--- src/rtl/state_sequence_monitor_if.sv ---
// Bundle of the sampled state-code input, its qualifiers and the monitor's status outputs.
// master drives the samples; slave is the monitor.
interface state_sequence_monitor_if #(
    parameter int COUNT_WIDTH = 8,
    parameter int ERR_WIDTH   = 4
);
    logic                   enable;
    logic [1:0]             state;
    logic                   clear;
    logic [3:0]             phase_onehot;
    logic                   locked;
    logic                   wrap_pulse;
    logic [COUNT_WIDTH-1:0] cycle_count;
    logic                   seq_error;
    logic                   error_sticky;
    logic [ERR_WIDTH-1:0]   error_count;

    modport master (
        output enable, state, clear,
        input  phase_onehot, locked, wrap_pulse, cycle_count,
               seq_error, error_sticky, error_count
    );

    modport slave (
        input  enable, state, clear,
        output phase_onehot, locked, wrap_pulse, cycle_count,
               seq_error, error_sticky, error_count
    );
endinterface

--- src/rtl/state_sequence_monitor.sv ---
// Checks that a 2-bit cyclic state code advances by exactly one step per enabled sample,
// locks onto a clean sequence, counts completed cycles and records sequence faults.
// Sample protocol: a sample is taken on each rising clock edge where enable=1; there is no
// backpressure. The locked output is the FSM state (1 = LOCKED, 0 = SEARCH).
module state_sequence_monitor #(
    parameter int COUNT_WIDTH    = 8,
    parameter int ERR_WIDTH      = 4,
    parameter int LOCK_THRESHOLD = 2
) (
    input logic                   clock,
    input logic                   reset_n,
    state_sequence_monitor_if.slave mon_if
);
    typedef enum logic {SEARCH = 1'b0, LOCKED = 1'b1} fsm_t;

    fsm_t                   fsm_q;
    logic [1:0]             prev_state_q;
    logic                   prev_valid_q;
    logic [2:0]             good_cnt_q;
    logic [3:0]             phase_q;
    logic                   wrap_q;
    logic [COUNT_WIDTH-1:0] cycle_q;
    logic                   seq_err_q;
    logic                   sticky_q;
    logic [ERR_WIDTH-1:0]   err_cnt_q;

    logic                   checked;
    logic                   legal;
    logic                   wrap_step;
    logic [2:0]             good_cnt_d;
    logic [ERR_WIDTH-1:0]   err_cnt_d;

    // 2-bit addition wraps naturally, so 3->0 counts as a legal successor.
    assign checked    = mon_if.enable && prev_valid_q;
    assign legal      = (mon_if.state == 2'(prev_state_q + 2'd1));
    assign wrap_step  = (prev_state_q == 2'd3) && (mon_if.state == 2'd0);
    assign good_cnt_d = good_cnt_q + 3'd1;
    assign err_cnt_d  = (&err_cnt_q) ? err_cnt_q : err_cnt_q + 1'b1;

    always_ff @(posedge clock or negedge reset_n) begin
        if (!reset_n) begin
            fsm_q        <= SEARCH;
            prev_state_q <= 2'd0;
            prev_valid_q <= 1'b0;
            good_cnt_q   <= 3'd0;
            phase_q      <= 4'd0;
            wrap_q       <= 1'b0;
            cycle_q      <= '0;
            seq_err_q    <= 1'b0;
            sticky_q     <= 1'b0;
            err_cnt_q    <= '0;
        end else begin
            wrap_q    <= 1'b0;
            seq_err_q <= 1'b0;
            if (mon_if.enable) begin
                prev_state_q <= mon_if.state;
                prev_valid_q <= 1'b1;
                phase_q      <= 4'b0001 << mon_if.state;
            end else begin
                prev_valid_q <= 1'b0;
                phase_q      <= 4'd0;
            end

            if (checked) begin
                case (fsm_q)
                    SEARCH: begin
                        if (!legal) begin
                            good_cnt_q <= 3'd0;
                        end else if (good_cnt_d == 3'(LOCK_THRESHOLD)) begin
                            fsm_q      <= LOCKED;
                            good_cnt_q <= 3'd0;
                        end else begin
                            good_cnt_q <= good_cnt_d;
                        end
                    end
                    LOCKED: begin
                        if (legal) begin
                            if (wrap_step) begin
                                cycle_q <= cycle_q + 1'b1;
                                wrap_q  <= 1'b1;
                            end
                        end else begin
                            seq_err_q  <= 1'b1;
                            sticky_q   <= 1'b1;
                            err_cnt_q  <= err_cnt_d;
                            fsm_q      <= SEARCH;
                            good_cnt_q <= 3'd0;
                        end
                    end
                    default: fsm_q <= SEARCH;
                endcase
            end

            // Clear wins over any same-edge increment; the pulses are left alone.
            if (mon_if.clear) begin
                cycle_q   <= '0;
                err_cnt_q <= '0;
                sticky_q  <= 1'b0;
            end
        end
    end

    assign mon_if.phase_onehot = phase_q;
    assign mon_if.locked       = (fsm_q == LOCKED);
    assign mon_if.wrap_pulse   = wrap_q;
    assign mon_if.cycle_count  = cycle_q;
    assign mon_if.seq_error    = seq_err_q;
    assign mon_if.error_sticky = sticky_q;
    assign mon_if.error_count  = err_cnt_q;
endmodule
--- src/flat_wrapper.sv ---
// flat-port wrapper written by rule: the top's interface ports become plain ports
module state_sequence_monitor_flat 
#(
    parameter int COUNT_WIDTH    = 8,
    parameter int ERR_WIDTH      = 4,
    parameter int LOCK_THRESHOLD = 2
)
  (clock, reset_n, mon_if_enable, mon_if_state, mon_if_clear, mon_if_phase_onehot, mon_if_locked, mon_if_wrap_pulse, mon_if_cycle_count, mon_if_seq_error, mon_if_error_sticky, mon_if_error_count);
  state_sequence_monitor_if #(.COUNT_WIDTH(COUNT_WIDTH), .ERR_WIDTH(ERR_WIDTH)) mon_if_i ();
  input logic clock;
  input logic reset_n;
  input wire logic [$bits(mon_if_i.enable)-1:0] mon_if_enable;
  input wire logic [$bits(mon_if_i.state)-1:0] mon_if_state;
  input wire logic [$bits(mon_if_i.clear)-1:0] mon_if_clear;
  output wire logic [$bits(mon_if_i.phase_onehot)-1:0] mon_if_phase_onehot;
  output wire logic [$bits(mon_if_i.locked)-1:0] mon_if_locked;
  output wire logic [$bits(mon_if_i.wrap_pulse)-1:0] mon_if_wrap_pulse;
  output wire logic [$bits(mon_if_i.cycle_count)-1:0] mon_if_cycle_count;
  output wire logic [$bits(mon_if_i.seq_error)-1:0] mon_if_seq_error;
  output wire logic [$bits(mon_if_i.error_sticky)-1:0] mon_if_error_sticky;
  output wire logic [$bits(mon_if_i.error_count)-1:0] mon_if_error_count;
  assign mon_if_i.enable = mon_if_enable;
  assign mon_if_i.state = mon_if_state;
  assign mon_if_i.clear = mon_if_clear;
  assign mon_if_phase_onehot = mon_if_i.phase_onehot;
  assign mon_if_locked = mon_if_i.locked;
  assign mon_if_wrap_pulse = mon_if_i.wrap_pulse;
  assign mon_if_cycle_count = mon_if_i.cycle_count;
  assign mon_if_seq_error = mon_if_i.seq_error;
  assign mon_if_error_sticky = mon_if_i.error_sticky;
  assign mon_if_error_count = mon_if_i.error_count;
  state_sequence_monitor #(.COUNT_WIDTH(COUNT_WIDTH), .ERR_WIDTH(ERR_WIDTH), .LOCK_THRESHOLD(LOCK_THRESHOLD)) u_core (.clock(clock), .reset_n(reset_n), .mon_if(mon_if_i));
endmodule
--- config.mk ---
export PLATFORM = sky130hd
export DESIGN_NAME = state_sequence_monitor_flat
export DESIGN_NICKNAME = d
export VERILOG_FILES = /design/src/rtl/state_sequence_monitor_if.sv /design/src/rtl/state_sequence_monitor.sv /design/src/flat_wrapper.sv
export SDC_FILE = /design/constraint.sdc
export NUM_CORES = 1
export LEC_CHECK = 0
export CORE_ASPECT_RATIO = 1.2
export CORE_MARGIN = 5
export CORE_UTILIZATION = 29
export CTS_CLUSTER_SIZE = 20
export DETAILED_ROUTE_END_ITERATION = 16
export PLACE_DENSITY_LB_ADDON = 0.1
export SYNTH_ARGS = -nofsm -noshare
export SYNTH_HDL_FRONTEND = slang
export SYNTH_SLANG_ARGS = --single-unit
--- constraint.sdc ---
create_clock -name clock -period 1.77 [get_ports clock]
set_clock_uncertainty 0.05 [all_clocks]
set_input_delay 0.177 -clock clock [delete_from_list [all_inputs] [get_ports clock]]
set_output_delay 0.177 -clock clock [all_outputs]
set_load 0.05 [all_outputs]
==> impl_results.md, run 1 <==
* Fin crit period at approximately 1700 ps
* Largest net degree at the start of global routing at 27
* Slew @ Worst Pin at 502 ps
* Final WS setup at roughly 63 ps
* Root Driver: clkbuf_8
* Total number of vias at just under 1000
* Yosys reg bits at 26
* Diodes inserted at 0
* Core region area at approximately 4000 µm²
* Critical Path Source Type: flip-flop
* Port Buf Inserts at 25
* WP data arrival at between 1500 and 2000 ps
* Share of cells above drive strength 1 at roughly 37%
* Syn Inst Count at between 100 and 150
* Final wirelength at about 2600 µm
* WS Path Type: reg -> reg
* Fin Hold WS at around 230 ps
* VDD IR max at ~0.00036 V
* # Post-CTS Setup Buffers at 0
* Clk sink count at 26
* Critical Path End Type: flip-flop
* Routed WL per cell at roughly 12 µm
* Worst-skew pair later-pin latency at approximately 260 ps
* RePlAce Congestion at between 0.7 and 0.8
* ANT nets after route at 0
* Achievable clock frequency at ~0.6 GHz
* Setup WS pre-CTS at -185 ps
* Syn Nets at ~120
* Critical path required time at roughly 1900 ps
* NumNets Final at between 150 and 200
* Fin. max-slew vios at 0
* Worst-path fanout max at 3
* GRT Util Overall at a little over a tenth
* Die ar. at 5570 µm²
* Tcrit/Tclk final at 96.5%
* Rows at 25
* Yosys warns at 0
* Initial Utilization at around 30%
* CTS H-Tree Depth at 1
* Vias per Instance at around 4.6
* Die X at 69.0 µm
* Drt pass-1 iters at 4
* Clock buffer depth at 2
* # setup viols final at 0
* Slew HR at 66.5%
* # IOs at 26
* RSZ-0062 raised after global routing: true
* Dpl hpwl at between 1500 and 2000 µm
* CTS Buf Count at 3
* Max_cap viols at 0
* Synthesized cell area at roughly 1200 µm²
* Initial antenna violation count at 0
* Syn Area/Cell at roughly 11 µm²
* Final Hold Viols at 0
* Clk slew on worst S/H paths at 90 ps
* CTS tree: yes
* Min-Delay Path Class: in -> async
* LEAKAGE at about 0.80 nW
* Die Height at 80.8 µm
* Power Density at approximately 760 nW/µm²
* Yosys cell types at 33
* GR Overflow Total at 0
* Layout area overhead at 44.5%
* Status: completed
* Final setup TNS at 0 ps
* Detailed Route Iter0 Violations at 25
* Remaining DRCs at 0
* First-pass GRT wire length at about 4700 µm
* Sequential-to-total area share from yosys stat at a little over half
* Vias in the first global route at 1029
==> metrics by stage <==
step / std cells / utilization (%) / area [µm²] / power, mW
3_5_place_dp: 206 / 41.2 / 1650 / 0.964
4_1_cts: 210 / 42.5 / 1700 / 1.33
3_3_place_gp: 206 / 41.2 / 1650 / 0.957
2_1_floorplan: 112 / - / 1240 / 0.831
6_report: 210 / 43.7 / 1750 / 1.32
5_1_grt: 210 / 43.7 / 1750 / 1.40
==> registers in the layout, indices dropped and copies added (netlist names) <==
register and count:
u_core.good_cnt_q 3, u_core.mon_if.cycle_count 8, u_core.mon_if.error_count 4, u_core.mon_if.error_sticky 1
u_core.mon_if.locked 1, u_core.mon_if.phase_onehot 4, u_core.mon_if.seq_error 1, u_core.mon_if.wrap_pulse 1
u_core.prev_state_q 2, u_core.prev_valid_q 1
==> cell families after synthesis <==
group                      after synthesis  synth area share [%]
and+or+nand+nor                         46                  21.7
AOI/OAI and AO/OA                       20                  10.2
muxes                                    3                  2.58
DFF                                     26                  53.7
xor gates and xnor gates                 7                  5.06
adders and majority gates                5                  5.17
buffers and inverters                    5                  1.55
==> layout make-up <==
cell class	count	area [µm²]
multi-input combinational	81	624
tap	54	67.6
clock buffer	4	45.0
sequential	26	657
fill	426	2250
inverter	3	11.3
timing repair buffer	42	345
==> cell usage in the layout (no fill, tap or decap), drive strengths merged, types with 5 or more instances in the layout <==
cell type | Yosys | final
a21oi | 6 | 6
and3 | 5 | 5
buf | 0 | 30
clkdlybuf4s50 | 0 | 12
dfrtp | 26 | 26
ha | 5 | 5
nand2b | 5 | 5
nor2 | 12 | 12
xor2 | 5 | 5
==> Yosys cell counts <==
library cell | number | share of area, %
dfrtp_1 | 26 | 54
nor2_1 | 12 | 3.7
a21oi_1 | 6 | 2.5
ha_1 | 5 | 5.2
nand2b_1 | 5 | 2.6
xor2_1 | 5 | 3.6
a31oi_1 | 4 | 2.1
and3_1 | 4 | 2.1
nand2_1 | 4 | 1.2
nand3_1 | 4 | 1.7
o21ai_0 | 4 | 1.7
inv_1 | 3 | 0.93
or3_1 | 3 | 1.5
and4_1 | 2 | 1.4
clkbuf_1 | 2 | 0.62
mux2i_1 | 2 | 1.7
nand4_1 | 2 | 1.0
nor2b_1 | 2 | 1.0
nor3b_1 | 2 | 1.2
xnor2_1 | 2 | 1.4
a211o_1 | 1 | 0.72
a311oi_1 | 1 | 0.72
a31o_2 | 1 | 0.72
and2_1 | 1 | 0.52
and3_2 | 1 | 0.62
and3b_2 | 1 | 0.83
and4_2 | 1 | 0.83
mux2_2 | 1 | 0.93
nand4b_1 | 1 | 0.72
o22ai_1 | 1 | 0.52
o31ai_1 | 1 | 0.62
o32ai_1 | 1 | 0.72
or3_2 | 1 | 0.62
==> where the power goes <==
group          internal [mW]  switching [mW]  total, mW
logic                  0.141           0.175      0.316
clock network          0.161           0.182      0.343
registers              0.627          0.0359      0.663
==> final timing paths <==
path / start / endpoint / slack [ps] / cells past startpoint
setup reg to reg: u_core.prev_state_q[1] / u_core.mon_if.error_count[3] / 60 / 5
max in group asynchronous: reset_n / u_core.mon_if.cycle_count[1] / 1160 / 2
hold / removal: reset_n / u_core.mon_if.seq_error / 230 / 2
min in group clock: u_core.mon_if.error_sticky / u_core.mon_if.error_sticky / 450 / 2
setup / recovery: u_core.prev_state_q[1] / u_core.mon_if.error_count[3] / 60 / 5
hold reg to reg: u_core.mon_if.error_sticky / u_core.mon_if.error_sticky / 450 / 2
==> timing repair <==
item	in CTS	in global routing
resized for setup	1	10
hold endpoints to repair	0	0
pin swaps	0	4
hold buffers	0	0
endpoints found under the setup margin	1	7
==> layer usage <==
metal	GRT usage (%)	vias to the layer above	share of wire [%]
li1	-	488	-
met1	14.0	468	47
met2	17.6	14	48
met3	2.07	2	3.8
met4	4.48	0	0.96
met5	0	-	0
==> worst max-delay path, stage by stage (launching register included) <==
cell     delay [ps]
dfrtp_1         420
ha_4            280
xnor2_4         130
a211o_1         320
or3_1           330
a21oi_2         120
No activity file was read; power rests on OpenSTA's default activity.
==> run 2: changes to the inputs <==
Settings changed: CTS_CLUSTER_SIZE 20 to unset, SKIP_LAST_GASP set to 1.
==> run 2 against run 1 <==
  * First-iteration DRC count rose by 4.0%
  * Design area down 0.43%
  * Power shrank 0.15%
==> impl_results.md, run 2 (synthesized netlist as in run 1, its figures left out) <==
* Status: completed
* RePlAce Congestion at 0.729
* Vias in the first global route at a little over 1000
* Die Height at slightly above 80 µm
* # IOs at 26
* Detailed Route Iter0 Violations at 26
* Fillers at ~430
* First-pass GRT wire length at 4680 µm
* Layout area overhead at 43.9%
* WS Path Type: reg -> reg
* Sw frac at between 20 and 30%
* ANT nets after route at 0
* Dpl hpwl at approximately 2000 µm
* Clk slew on worst S/H paths at ~90 ps
* Final WS setup at 62.7 ps
* # setup viols final at 0
* Drt pass-1 iters at 4
* Most frequent cells in the layout: 30 x buf_4, 21 x dfrtp_1, 12 x nor2_1, 12 x clkdlybuf4s50_1
* Final Hold Viols at 0
* Port Buf Inserts at 25
* Fin crit period at between 1500 and 2000 ps
* Clock power share at a little over a quarter
* Tcrit/Tclk final at slightly below 100%
* Power Density at about 760 nW/µm²
* Int Pwr at 928 µW
* Slew @ Worst Pin at 502 ps
* Routed WL per cell at roughly 12 µm
* Min-Delay Path Class: in -> async
* Slew HR at approximately 66%
* Initial Utilization at a little under a third
* Fin. max-slew vios at 0
* Initial antenna violation count at 0
* Total Power at 1.32 mW
* Core region area at 4000 µm²
* Worst-path fanout max at 3
* Critical Path Source Type: flip-flop
* Setup WS pre-CTS at -185 ps
* Remaining DRCs at 0
* LEAKAGE at between 0.8 and 0.9 nW
* CTS H-Tree Depth at 1
* Clock buffer depth at 2
* Flop pwr share at between 50% and 60%
* Critical path required time at 1920 ps
* CTS Buf Count at 3
* Largest register FFs at 8
* Diodes inserted at 0
* RSZ-0062 raised after global routing: true
* Critical Path End Type: flip-flop
* WP data arrival at between 1500 and 2000 ps
* NumNets Final at between 150 and 200
* Hold_buf cts at 0
* Max_cap viols at 0
* Most common cell after layout, fill and taps aside: buf_4
* GRT Util Overall at a little over a tenth
* CTS tree: yes
* Clk sink count at 26
* Total number of vias at between 900 and 1000
* P_sw at 392 µW
* Largest net degree at the start of global routing at 27
* Die ar. at 5570 µm²
* Rows at 25
* Final wirelength at ~2600 µm
* Achievable clock frequency at between 0.5 and 0.6 GHz
* Worst-skew pair later-pin latency at roughly 260 ps
* GR Overflow Total at 0
* Die X at roughly 69 µm
* Combinational share of power at around a quarter
* Vias per Instance at 4.63
* # Post-CTS Setup Buffers at 0
* Share of cells above drive strength 1 at a little over a third
* Root Driver: clkbuf_8
* VDD IR max at 0.000364 V
==> run 2: layout make-up <==
cell class                 count  area, µm²  area share, %
multi-input combinational     81        617           35.4
timing repair buffer          42        345           19.8
clock buffer                   4       45.0           2.58
sequential                    26        657           37.7
tap                           54       67.6           3.88
inverter                       3       11.3          0.646
==> run 2: power groups by stage <==
stage | Combinational, mW | Sequential (mW) | Clock (mW)
after global routing | 0.348 | 0.668 | 0.387
final | 0.315 | 0.662 | 0.343
after global placement | 0.286 | 0.671 | 0
after detailed placement | 0.290 | 0.674 | 0
after CTS | 0.297 | 0.662 | 0.367
after floorplan | 0.108 | 0.723 | 0
==> run 2: timing repair <==
item                       4_1_cts  5_1_grt
setup endpoints to repair        1        7
pin swaps                        0        4
gates resized for setup          1        9
==> run 2: path summary, 6_finish.rpt <==
path | from | to | slack (ps) | depth (start not counted)
worst min register to register | u_core.mon_if.error_sticky | u_core.mon_if.error_sticky | 450 | 2
min in group clock | u_core.mon_if.error_sticky | u_core.mon_if.error_sticky | 450 | 2
worst max register to register | u_core.prev_state_q[1] | u_core.mon_if.error_count[3] | 60 | 5
worst max-delay path | u_core.prev_state_q[1] | u_core.mon_if.error_count[3] | 60 | 5
worst min-delay path | reset_n | u_core.mon_if.seq_error | 230 | 2
max in group asynchronous | reset_n | u_core.mon_if.cycle_count[1] | 1160 | 2
==> run 2: stage by stage <==
step	setup TNS [ps]	util (%)	cell area (µm²)	instances	hold WS, ps
after floorplan	-42.6	-	1240	112	-169
after global placement	-436	41.2	1650	206	423
after detailed placement	-715	41.2	1650	206	435
after CTS	0	42.5	1700	210	240
after global routing	-44.5	43.5	1740	210	268
final	0	43.5	1740	210	232
==> run 2: critical path, cell delays in order, from the launching register on <==
cell	delay (ps)
dfrtp_1	420
ha_4	280
xnor2_4	130
a211o_1	320
or3_1	330
a21oi_2	120
==> run 2: layer usage <==
metal / global-route usage, % / routed length (µm)
met3: 2.07 / 100
met4: 4.48 / 25
met1: 14.0 / 1240
met5: 0 / 0
met2: 17.6 / 1250
==> run 3: changes to the inputs <==
--- a/config.mk
+++ b/config.mk
@@ -10,4 +10,5 @@
 export CORE_UTILIZATION = 29
 export DETAILED_ROUTE_END_ITERATION = 16
+export GPL_TIMING_DRIVEN = 0
 export PLACE_DENSITY_LB_ADDON = 0.1
 export SKIP_LAST_GASP = 1
==> constraint.sdc (replaced) <==
create_clock -name clock -period 1.77 [get_ports clock]
set_clock_uncertainty 0.05 [all_clocks]
set_input_delay 0.4425 -clock clock [delete_from_list [all_inputs] [get_ports clock]]
set_output_delay 0.4425 -clock clock [all_outputs]
set_load 0.05 [all_outputs]
==> run 3 against run 2 <==
  * Power decreased by 1.4%
  * Clock power decreased by 1%
  * First-iteration DRC count unchanged
  * Clock-buffer cell count unchanged
  * Sequential power about the same
  * Worst hold slack got worse by 110 ps
  * Critical path depth unchanged
  * Cell count decreased by 3.8%
  * Combinational power decreased by 5%
  * Via count increased by 1.8%
  * Worst setup slack got worse by 32 ps
  * Critical path type is now in -> reg
==> impl_results.md, run 3 (synthesized netlist as in run 1, its figures left out) <==
* WP data arrival at 1890 ps
* Remaining DRCs at 0
* GR Overflow Total at 0
* Min-Delay Path Class: in -> async
* Critical Path End Type: flip-flop
* Tcrit/Tclk final at 98.3%
* Port Buf Inserts at 25
* Fin crit period at around 1700 ps
* WS Path Type: in -> reg
* CP cell instances: dlygate4sd2_1 -> nor3b_4 -> nand3_4 -> or3_2 -> a21oi_1
* CP max stage delay at 460 ps
* Critical path required time at approximately 1900 ps
* Worst Reg2Reg Path Length in Cells at 5
* Achievable clock frequency at between 0.5 and 0.6 GHz
* Total number of vias at between 900 and 1000
* Most common cell after layout, fill and taps aside: dfrtp_1
* Worst-path fanout max at 7
* Detailed Route Iter0 Violations at 26
* Reg-to-reg slack, setup at approximately 50 ps
* LEAKAGE at 0.830 nW
* Die X at between 60 and 70 µm
* Family with the most delay on the worst path: simple AND/OR/NAND/NOR gates
* VDD IR max at roughly 0.0003 V
* # IOs at 26
* # setup viols final at 0
* Critical Path Source Type: input pin
* Fin. max-slew vios at 0
* Clk sink count at 26
* Max_cap viols at 0
* RePlAce Congestion at a little under 0.8
* Buf+Inv Stages, Crit Path at 1
* Share of cells above drive strength 1 at about a quarter
* Rows at 25
* CTS Buf Count at 3
* CP max-delay cell: or3_2
* Initial antenna violation count at 0
* Slew HR at between 60% and 70%
* Drt pass-1 iters at 4
* Setup WS pre-CTS at -666 ps
* First-pass GRT wire length at approximately 4600 µm
* Root Driver: clkbuf_8
* Die ar. at 5570 µm²
* Capture point of the worst reg-to-reg path: u_core.mon_if.cycle_count[3]
* Area of the multi-input gates at between 600 and 700 µm²
* Core region area at approximately 4000 µm²
* CTS H-Tree Depth at 1
* Post-DP Area at approximately 1600 µm²
* Die Height at around 80 µm
* Most frequent cells in the layout: 20 x dfrtp_1, 19 x dlygate4sd2_1, 12 x nor2_1
* RSZ-0062 raised after global routing: true
* ANT nets after route at 0
* Seq. cell area at around 660 µm²
* Total Power at between 1 and 1.5 mW
* NumNets Final at between 150 and 200
* Initial Utilization at between 30% and 40%
* Final Util at 42.5%
* Largest net degree at the start of global routing at 27
* Final Hold Viols at 0
* Slew @ Worst Pin at around 600 ps
* Vias per Instance at slightly below 5
* Post-route design area at roughly 1700 µm²
* Layout area overhead at 40.6%
* Final wirelength at 2800 µm
* Clk slew on worst S/H paths at ~90 ps
* Reg2reg start: u_core.prev_state_q[1]
* Worst-skew pair later-pin latency at about 270 ps
* Final WS setup at between 30 and 40 ps
* Largest register FFs at 8
* Diodes inserted at 0
* CTS tree: yes
* CP startpoint: mon_if_state[1]
* Power Density at approximately 760 nW/µm²
* Status: completed
* Clock buffer depth at 2
* Dpl hpwl at slightly below 2000 µm
* Fillers at 454
* GRT Util Overall at between 10 and 15%
* Vias in the first global route at 1000
* Routed WL per cell at roughly 14 µm
[run 3: cell types whose count changed in the layout (fill, tap and decap cells not counted), moves of 2 or more]
| cell | change |
|---|---|
| dlygate4sd2_1 | +19 |
| clkdlybuf4s50_1 | -11 |
| buf_4 | -23 |
| clkdlybuf4s15_1 | +2 |
| clkbuf_2 | +2 |
[run 3: area by class of cell]
class                      count  area share [%]
multi-input combinational     81            37.5
tap                           54            3.97
timing repair buffer          32            15.5
sequential                    26            38.6
buffer                         2            1.03
clock buffer                   4            2.65
inverter                       3           0.661
[run 3: worst max path at each step]
stage	to	cells past startpoint
3_3_place_gp	u_core.mon_if.cycle_count[3]	5
6_report	u_core.mon_if.cycle_count[3]	5
2_1_floorplan	u_core.mon_if.error_count[3]	5
3_5_place_dp	u_core.mon_if.cycle_count[3]	5
5_1_grt	u_core.good_cnt_q[1]	5
4_1_cts	u_core.mon_if.cycle_count[3]	5
[run 3: repair_timing]
action                                 4_1_cts  5_1_grt
hold buffers                                 0        0
setup buffers                                4        3
pin swaps                                    6        5
endpoints found under the hold margin        0        0
gates cloned                                 0        0
setup endpoints to repair                   35       10
resized for setup                           32       14
[run 3: per-layer routing]
metal | track usage (%) | up-vias | routed length, µm
li1 | - | 476 | -
met1 | 12.9 | 495 | 1250
met2 | 18.8 | 16 | 1450
met3 | 1.80 | 4 | 63
met4 | 4.68 | 0 | 41
met5 | 0 | - | 0
[run 3: power by group]
group	total (mW)	switching, mW	internal, mW
Clock	0.339	0.178	0.161
Sequential	0.664	0.0372	0.627
Combinational	0.298	0.179	0.119
[run 3: metrics by stage]
stage	std cells	setup TNS, ps	hold WS (ps)
after global placement	191	-12390	437
after CTS	199	-62.1	445
after global routing	202	-51.7	172
final	202	0	121
after detailed placement	191	-13550	458
after floorplan	112	-42.6	96.9
